## config.mk

```make
export PLATFORM = sky130hd
export DESIGN_NAME = vga_timing_gen
export DESIGN_NICKNAME = d
export VERILOG_FILES = /design/src/rtl/vga_timing_pkg.sv /design/src/rtl/vga_axis_counter.sv /design/src/rtl/vga_timing_gen.sv
export SDC_FILE = /design/constraint.sdc
export NUM_CORES = 1
export LEC_CHECK = 0
export ABC_AREA = 1
export BUFFER_PORTS_ARGS = -buffer_cell sky130_fd_sc_hd__buf_4
export CAP_MARGIN = 5
export CORE_ASPECT_RATIO = 1.5
export CORE_MARGIN = 1.5
export CORE_UTILIZATION = 40
export DETAILED_ROUTE_END_ITERATION = 8
export SETUP_SLACK_MARGIN = 0.02
export SYNTH_ARGS = -nofsm -noshare
export SYNTH_HDL_FRONTEND = slang
export SYNTH_SLANG_ARGS = --single-unit
```

## constraint.sdc

```tcl
create_clock -name clk -period 1.56 [get_ports clk]
set_clock_uncertainty 0.1 [all_clocks]
set_input_delay 0.156 -clock clk [delete_from_list [all_inputs] [get_ports clk]]
set_output_delay 0.156 -clock clk [all_outputs]
set_load 0.005 [all_outputs]
```

## src/rtl/vga_timing_pkg.sv

```systemverilog
// Shared VGA raster constants (640x480@60) used as parameter defaults,
// plus the helper that forms an axis total from its four segments.
package vga_timing_pkg;

    localparam int unsigned VGA_H_VISIBLE = 640;
    localparam int unsigned VGA_H_FP      = 16;
    localparam int unsigned VGA_H_SYNC    = 96;
    localparam int unsigned VGA_H_BP      = 48;

    localparam int unsigned VGA_V_VISIBLE = 480;
    localparam int unsigned VGA_V_FP      = 10;
    localparam int unsigned VGA_V_SYNC    = 2;
    localparam int unsigned VGA_V_BP      = 33;

    localparam int unsigned VGA_COUNT_W   = 11;
    localparam int unsigned VGA_CLK_DIV   = 4;

    function automatic int unsigned axis_total(
        input int unsigned visible,
        input int unsigned fp,
        input int unsigned sync,
        input int unsigned bp
    );
        return visible + fp + sync + bp;
    endfunction

    localparam int unsigned VGA_H_TOTAL =
        axis_total(VGA_H_VISIBLE, VGA_H_FP, VGA_H_SYNC, VGA_H_BP);
    localparam int unsigned VGA_V_TOTAL =
        axis_total(VGA_V_VISIBLE, VGA_V_FP, VGA_V_SYNC, VGA_V_BP);

endpackage

```

## src/rtl/vga_axis_counter.sv

```systemverilog
// One raster axis: wrapping position counter with registered sync and
// visible-window decode evaluated on the next-state count.
module vga_axis_counter
    import vga_timing_pkg::*;
#(
    parameter int unsigned VISIBLE  = VGA_H_VISIBLE,
    parameter int unsigned FP       = VGA_H_FP,
    parameter int unsigned SYNC     = VGA_H_SYNC,
    parameter int unsigned BP       = VGA_H_BP,
    parameter bit          SYNC_POL = 1'b0,
    parameter int unsigned WIDTH    = VGA_COUNT_W
) (
    input  logic             clk,
    input  logic             rst,
    input  logic             step,
    input  logic             advance,
    output logic [WIDTH-1:0] count,
    output logic             wrap,
    output logic             sync,
    output logic             visible
);

    localparam int unsigned      TOTAL      = axis_total(VISIBLE, FP, SYNC, BP);
    localparam logic [WIDTH-1:0] LAST       = WIDTH'(TOTAL - 1);
    localparam logic [WIDTH-1:0] SYNC_START = WIDTH'(VISIBLE + FP);
    localparam logic [WIDTH-1:0] SYNC_END   = WIDTH'(VISIBLE + FP + SYNC);
    localparam logic [WIDTH-1:0] VIS_END    = WIDTH'(VISIBLE);

    logic [WIDTH-1:0] count_q, count_d;
    logic             sync_q, sync_d;
    logic             vis_q, vis_d;

    // step gates the decode registers separately from advance so the
    // vertical decode still refreshes on pixels that do not move the line.
    always_comb begin
        count_d = count_q;
        sync_d  = sync_q;
        vis_d   = vis_q;
        wrap    = advance && (count_q == LAST);
        if (advance) begin
            count_d = wrap ? '0 : count_q + 1'b1;
        end
        if (step) begin
            sync_d = ((count_d >= SYNC_START) && (count_d < SYNC_END)) ? SYNC_POL : ~SYNC_POL;
            vis_d  = (count_d < VIS_END);
        end
    end

    always_ff @(posedge clk) begin
        if (rst) begin
            count_q <= '0;
            sync_q  <= ~SYNC_POL;
            vis_q   <= 1'b0;
        end else begin
            count_q <= count_d;
            sync_q  <= sync_d;
            vis_q   <= vis_d;
        end
    end

    assign count   = count_q;
    assign sync    = sync_q;
    assign visible = vis_q;

endmodule

```

## src/rtl/vga_timing_gen.sv

```systemverilog
// Free-running VGA raster timing generator: pixel-clock divider feeding a
// chained horizontal/vertical counter pair with registered decodes.
module vga_timing_gen
    import vga_timing_pkg::*;
#(
    parameter int unsigned H_VISIBLE = VGA_H_VISIBLE,
    parameter int unsigned H_FP      = VGA_H_FP,
    parameter int unsigned H_SYNC    = VGA_H_SYNC,
    parameter int unsigned H_BP      = VGA_H_BP,
    parameter int unsigned V_VISIBLE = VGA_V_VISIBLE,
    parameter int unsigned V_FP      = VGA_V_FP,
    parameter int unsigned V_SYNC    = VGA_V_SYNC,
    parameter int unsigned V_BP      = VGA_V_BP,
    parameter bit          SYNC_POL  = 1'b0,
    parameter int unsigned CLK_DIV   = VGA_CLK_DIV,
    parameter int unsigned bitDim    = VGA_COUNT_W
) (
    input  logic              clk,
    input  logic              rst,
    input  logic              en,
    output logic [bitDim-1:0] h_count,
    output logic [bitDim-1:0] v_count,
    output logic              hsync,
    output logic              vsync,
    output logic              video_on,
    output logic              pix_en,
    output logic              frame_start
);

    localparam int unsigned      DIV_W    = (CLK_DIV > 1) ? $clog2(CLK_DIV) : 1;
    localparam logic [DIV_W-1:0] DIV_LAST = DIV_W'(CLK_DIV - 1);

    logic [DIV_W-1:0] div_q, div_d;
    logic             pix_q, pix_d;
    logic             frame_q, frame_d;
    logic             tick;
    logic             h_wrap, v_wrap;
    logic             h_vis, v_vis;

    always_comb begin
        div_d   = div_q;
        tick    = en && (div_q == DIV_LAST);
        if (en) begin
            div_d = tick ? '0 : div_q + 1'b1;
        end
        pix_d   = tick;
        // v_wrap already implies h_wrap and tick, i.e. (H_TOTAL-1, V_TOTAL-1) -> (0,0)
        frame_d = v_wrap;
    end

    always_ff @(posedge clk) begin
        if (rst) begin
            div_q   <= '0;
            pix_q   <= 1'b0;
            frame_q <= 1'b0;
        end else begin
            div_q   <= div_d;
            pix_q   <= pix_d;
            frame_q <= frame_d;
        end
    end

    vga_axis_counter #(
        .VISIBLE  (H_VISIBLE),
        .FP       (H_FP),
        .SYNC     (H_SYNC),
        .BP       (H_BP),
        .SYNC_POL (SYNC_POL),
        .WIDTH    (bitDim)
    ) u_h_axis (
        .clk      (clk),
        .rst      (rst),
        .step     (tick),
        .advance  (tick),
        .count    (h_count),
        .wrap     (h_wrap),
        .sync     (hsync),
        .visible  (h_vis)
    );

    vga_axis_counter #(
        .VISIBLE  (V_VISIBLE),
        .FP       (V_FP),
        .SYNC     (V_SYNC),
        .BP       (V_BP),
        .SYNC_POL (SYNC_POL),
        .WIDTH    (bitDim)
    ) u_v_axis (
        .clk      (clk),
        .rst      (rst),
        .step     (tick),
        .advance  (h_wrap),
        .count    (v_count),
        .wrap     (v_wrap),
        .sync     (vsync),
        .visible  (v_vis)
    );

    // Strobes are forced low while paused even if the registered tick is still set.
    assign pix_en      = pix_q && en;
    assign frame_start = frame_q && en;
    assign video_on    = h_vis && v_vis;

endmodule

```

# [Word-level counts from Yosys, hierarchy flattened]
# Index checks and enable logic that the tools add are counted.
[totals] reg_bits=30 in_bits=3 elab_cells=36
[op_classes] addsub=3 n_lt_le_gt_ge=6 eq_ne=3 mux=7 reduce_logical=8
[ops] cell="two-way mux 11 bit" n=4
[ops] cell="adder 11 x 1 -> 11 bit (second input constant)" n=2
[ops] cell="equality test 11 x 10 -> 1 bit (second input constant)" n=2
[ops] cell="less-than comparator 11 x 10 -> 1 bit (second input constant)" n=2
[ops] cell="less-than comparator 11 x 9 -> 1 bit (second input constant)" n=2
[ops] cell=">= comparator 11 x 10 -> 1 bit (second input constant)" n=1
[ops] cell=">= comparator 11 x 9 -> 1 bit (second input constant)" n=1
[ops] cell="logical AND 1 bit" n=8
[ops] cell="adder 2 x 1 -> 2 bit (second input constant)" n=1
[ops] cell="equality test 2 bit (second input constant)" n=1
[ops] cell="two-way mux 1 bit" n=2
[ops] cell="two-way mux 2 bit" n=1

# [Longest topological paths before layout]
[logic_depth] ltp_word=9 ltp_mapped=14 mapped_depth_nobuf=14

# [By module]
# From an unflattened synthesis, not the netlist that was laid out.
[hier_totals] cells_unflattened=272 hier_area_um2=1776.7
[by_module_without_submodules] module="vga_axis_counter at u_v_axis" instances=1 cells_each=125 area_each_um2=817.0 seq_area_each_um2=260.2
[by_module_without_submodules] module="vga_axis_counter at u_h_axis" instances=1 cells_each=120 area_each_um2=782.0 seq_area_each_um2=260.2
[by_module_without_submodules] module="vga_timing_gen" instances=1 cells_each=27 area_each_um2=177.7 seq_area_each_um2=80.1

# [Worst setup path after synthesis]
# No wires, ideal clock.
[synth_timing] path_type="reg2reg" from="register u_h_axis.count_q[0] (netlist: u_h_axis.count[0])" to="register u_v_axis.sync_q (netlist: u_v_axis.sync)" setup_ns=0.115 t_arrival_ns=1.513 t_required_ns=1.345 path_slack_ns=-0.168 stages_incl_launch_ff=14 path_buffers=1 path_cell_list="dfxtp_1 -> ha_1 -> nand2_1 -> nor2_4 -> nand2_2 -> nor2_4 -> buf_6 -> nand4_2 -> nand2_2 -> nand3_2 -> nor2_1 -> nand2_1 -> nand2_1 -> nand2_1"
[synth_between] elab_chain_len=8 word_cells_on_any_way=9 cone_classes="order compare (2); eq/ne (1); mux (3); reduce/logical (3)"
[synth_lines] element="from (decl)" line="vga_axis_counter.sv:29" source="logic [WIDTH-1:0] count_q, count_d;"
[synth_lines] element="from (signal assigned)" line="vga_axis_counter.sv:55" source="count_q <= count_d;"
[synth_lines] element="equality test 11 x 10 -> 1 bit *" line="vga_axis_counter.sv:39" source="wrap = advance && (count_q == LAST);"
[synth_lines] element="logical AND 1 bit *" line="vga_axis_counter.sv:39"
[synth_lines] element="logical AND 1 bit" line="vga_axis_counter.sv:39"
[synth_lines] element="two-way mux 11 bit" line="vga_axis_counter.sv:41" source="count_d = wrap ? '0 : count_q + 1'b1;"
[synth_lines] element="two-way mux 11 bit *" line="vga_axis_counter.sv:40" source="if (advance) begin"
[synth_lines] element=">= comparator 11 x 9 -> 1 bit or less-than comparator 11 x 9 -> 1 bit (tied branches)" line="vga_axis_counter.sv:44" source="sync_d = ((count_d >= SYNC_START) && (count_d < SYNC_END)) ? SYNC_POL : ~SYNC_POL;"
[synth_lines] element="logical AND 1 bit *" line="vga_axis_counter.sv:44"
[synth_lines] element="two-way mux 1 bit *" line="vga_axis_counter.sv:44"
[synth_lines] element="to (signal assigned)" line="vga_axis_counter.sv:52" source="sync_q <= ~SYNC_POL;"
[synth_lines] element="to (signal assigned)" line="vga_axis_counter.sv:56" source="sync_q <= sync_d;"
[synth_lines] element="to (decl)" line="vga_axis_counter.sv:30" source="logic sync_q, sync_d;"
# Mark *: on every way between the ends. The rest lies on a longest branch, timed or not.
# A chain may end at the register's enable or synchronous reset.

# [Final worst setup path]
[layout_timing] from="register u_h_axis.count_q[0] (netlist: u_h_axis.count[0])" to="register u_v_axis.vis_q (netlist: u_v_axis.visible)"
[layout_between] elab_chain_len=6
[layout_lines] element="equality test 11 x 10 -> 1 bit *" line="vga_axis_counter.sv:39"
[layout_lines] element="logical AND 1 bit *" line="vga_axis_counter.sv:39"
[layout_lines] element="logical AND 1 bit" line="vga_axis_counter.sv:39"
[layout_lines] element="two-way mux 11 bit" line="vga_axis_counter.sv:41"
[layout_lines] element="two-way mux 11 bit *" line="vga_axis_counter.sv:40"
[layout_lines] element="less-than comparator 11 x 9 -> 1 bit *" line="vga_axis_counter.sv:45" source="vis_d = (count_d < VIS_END);"
[layout_lines] element="to (signal assigned)" line="vga_axis_counter.sv:57" source="vis_q <= vis_d;"
[layout_lines] element="to (decl)" line="vga_axis_counter.sv:31" source="logic vis_q, vis_d;"
# Marked as above.

==> flow_metrics.py <==
metrics = {
    "layout": {
        "diodes": 0,
        "nFillCells": 363,
        "final_nets": 373,
        "areaGrowthSynthToFinish_pct": 67.58,
        "drive_above_1_share": 0.4496,
        "final_cells": 413,
        "final_area_um2": 2910,
        "utilization": 0.6914,
    },
    "routing": {
        "drt_iter0_markers": 61,
        "wl_per_cell_um": 13.15,
        "via_per_inst": 4.935,
        "num_vias": 2038,
        "first_pass_iters": 4,
        "wirelength_um": 5430,
        "final_antenna_net_count": 0,
        "drc": 0,
    },
    "floorplanning": {
        "die_y_um": 83.70,
        "start_util": 0.4126,
        "dieArea_um2": 4754,
        "io-pin-count": 30,
        "rows": 29,
        "die_x_um": 56.80,
        "core_um2": 4209,
    },
    "global_routing": {
        "groute.usage.overall": 0.2304,
        "grt-ovfl-total": 0,
        "antenna_found_initial": 0,
        "grt_pass1_wl_um": 8604,
        "grt_pass1_vias": 1971,
        "grt_max_degree": 23,
    },
    "sta": {
        "hold_viol": 0,
        "fin_crit_sh": 1.145,
        "layout_setup_ws_ns": -0.2256,
        "max_freq_mhz": 560.0,
        "holdWs_ns": 0.09591,
        "slew_violations": 0,
        "maxSlewHeadroom": 0.8243,
        "setup_viol": 16,
        "rsz0062_at_grt": "true",
        "tightest_slew_ns": 0.2620,
        "fin_crit_ns": 1.786,
    },
    "yosys": {
        "synthTopCellsByArea": "dfxtp_1, nand2_1, nor2_1, nand3_1, inv_1",
        "syn_nets": 268,
        "avgSynthCellArea_um2": 6.654,
        "netlist.area_leader.share": 0.3458,
        "synthCells": 261,
        "yosysTopAreaCell": "dfxtp_1",
        "synth_warnings": 0,
        "synth_seq_area_share": 0.3458,
        "synth_seq_cells": 30,
        "synth_cell_types": 27,
        "netlist_area_um2": 1737,
    },
    "setup_path": {
        "cp_slowest_cell": "dfxtp_4",
        "cp.arrival_ns": 1.91,
        "rr_endpoint": "u_v_axis.visible",
        "required_ns": 1.68,
        "ff2ff_path_depth": 13,
        "max_stage_delay_ns": 0.37,
        "critPathKind": "register to register",
        "reg2reg_slack_ns": -0.23,
        "crit_path_end_kind": "register",
        "r2r_start": "u_h_axis.count[0]",
        "crit_chain": "ha_4, nand2_4, nor2_4, nand2_2, nor2_4, buf_12, buf_8, nand2_2, nand2_2, nor2_2, nand2_2, nand2_1, o21ai_2",
        "cp_max_fo": 7,
        "cp-start-kind": "register",
        "crit_path_frequent_cell": "nand2_2",
    },
    "placed_design": {
        "dp_hpwl_um": 3921,
        "pre_cts_slack_ns": -0.2336,
        "gp_congestion": 0.9382,
        "io_buffers": 29,
        "placed_cells": 396,
        "dpl_cell_area_um2": 2545,
    },
    "run_status": {
        "status": "complete, but fails checks",
        "failed_checks": "setup timing",
    },
    "hold_path": {
        "holdPathStages": 2,
        "hp-start": "rst",
        "min_to": "u_v_axis.count[4]",
        "hold_class": "primary input to register",
    },
    "clock_tree": {
        "cts-buffers-inserted": 5,
        "htreeDepth": 2,
        "cts_tree": "done",
        "clkSlewWorstSetupHoldPaths_ns": 0.07,
        "clk_latency_ns": 0.28,
        "cts_root_buf": "clkbuf_8",
        "clockBufferDepth": 2,
        "clock-sinks": 30,
    },
    "power_and_ir_drop": {
        "p_per_area_nw_per_um2": 516.7,
        "p_leak_nw": 1.379,
        "vdd_ir_drop_max_mv": 0.6173,
    },
    "flow_run": {
        "maxCapViolations": 0,
    },
}
synth_stat cells:
library cell and count:
nand2_4 1, nand4_1 8, nor2_8 1, o21bai_1 2
nand3b_1 2, inv_1 28, buf_2 1, ha_1 4
o21ai_1 2, o21ai_0 7, nand3_1 23, nor2_4 3
nand4_2 1, nor2_1 49, a211oi_1 2, dfxtp_1 30
nand2_1 70, a21boi_2 1, xor2_1 3, clkbuf_1 2
nand3_2 2, a21oi_1 7, buf_6 3, nand2_2 3
nor3b_1 1, xnor2_1 3, nor3_1 2
critical path: cells and delay by family, from the launching register on:
kind            cells  cell delay (ns)
buf+inv             2             0.25
simple gates        9             0.73
fa+ha+maj           1             0.16
compound gates      1             0.13
flops               1             0.37
area by class of cell:
cell class | count | area (um^2) | area share
clock buffer | 7 | 86.33 | 0.02966
multi-input combinational | 197 | 1181 | 0.4058
sequential | 30 | 615.6 | 0.2115
timing repair buffer | 104 | 859.6 | 0.2954
tap | 46 | 57.56 | 0.01978
inverter | 28 | 105.1 | 0.03611
clock inverter | 1 | 5.005 | 0.001720
how the worst max path moves through the flow:
stage                            from                to  slack [ns]  depth (start not counted)
finish              u_h_axis.count[0]  u_v_axis.visible       -0.23                         13
global route        u_h_axis.count[0]     u_v_axis.sync       -0.32                         12
CTS                          div_q[0]     u_v_axis.sync       -0.19                         13
detailed placement           div_q[1]     u_v_axis.sync       -0.23                         12
global placement    u_h_axis.count[0]     u_v_axis.sync       -0.23                         12
floorplan           u_h_axis.count[0]     u_v_axis.sync       -0.06                         13
power by group:
| part | internal, W | switching [W] | total (W) |
|---|---|---|---|
| registers | 0.000773 | 0.00000769 | 0.000780 |
| clock network | 0.000355 | 0.000299 | 0.000654 |
| logic | 0.0000328 | 0.0000365 | 0.0000693 |
| total | 0.00116 | 0.000343 | 0.00150 |
registers in the layout (all words and copies together), names as in the netlist:
name              flops
div_q                 2
frame_q               1
pix_q                 1
u_h_axis.count       11
u_h_axis.sync         1
u_h_axis.visible      1
u_v_axis.count       11
u_v_axis.sync         1
u_v_axis.visible      1
cells in the final DEF, fill, tap and decap left out, drive strengths merged, types with 3 or more instances in the layout:
master / count
a21oi: 7
buf: 104
clkbuf: 7
dfxtp: 30
ha: 4
inv: 28
nand2: 74
nand3: 25
nand4: 9
nor2: 53
o21ai: 9
xnor2: 3
xor2: 3
stage by stage:
stage	power, W	TNS [ns]
after floorplan	0.0008320	-0.06219
after global placement	0.0008611	-1.245
after detailed placement	0.0008635	-1.334
after CTS	0.001517	-1.247
after global routing	0.001567	-3.361
final	0.001504	-1.711
routing by layer:
metal | up-vias | track usage | routed length [um]
met5 | - | 0 | 0
met3 | 14 | 0.03256 | 142
li1 | 1042 | - | -
met1 | 940 | 0.2408 | 2073
met4 | 0 | 0.09937 | 175
met2 | 42 | 0.4397 | 3039
timing repair:
action                     4_1_cts  5_1_grt
pin swaps                        6       25
gates resized for setup          8       46
setup endpoints to repair       18       23
hold buffers                     0        0
gates cloned                     0        0
buffers inserted                 4        7
cell families after synthesis:
family                   synth area share
AO/OA/AOI/OAI                     0.06988
XOR/XNOR                          0.03026
adder cells (fa/ha/maj)           0.02882
buffers and inverters             0.08717
flip-flops                         0.3458
AND/OR/NAND/NOR                    0.4380
(Power assumes the default switching activity.)
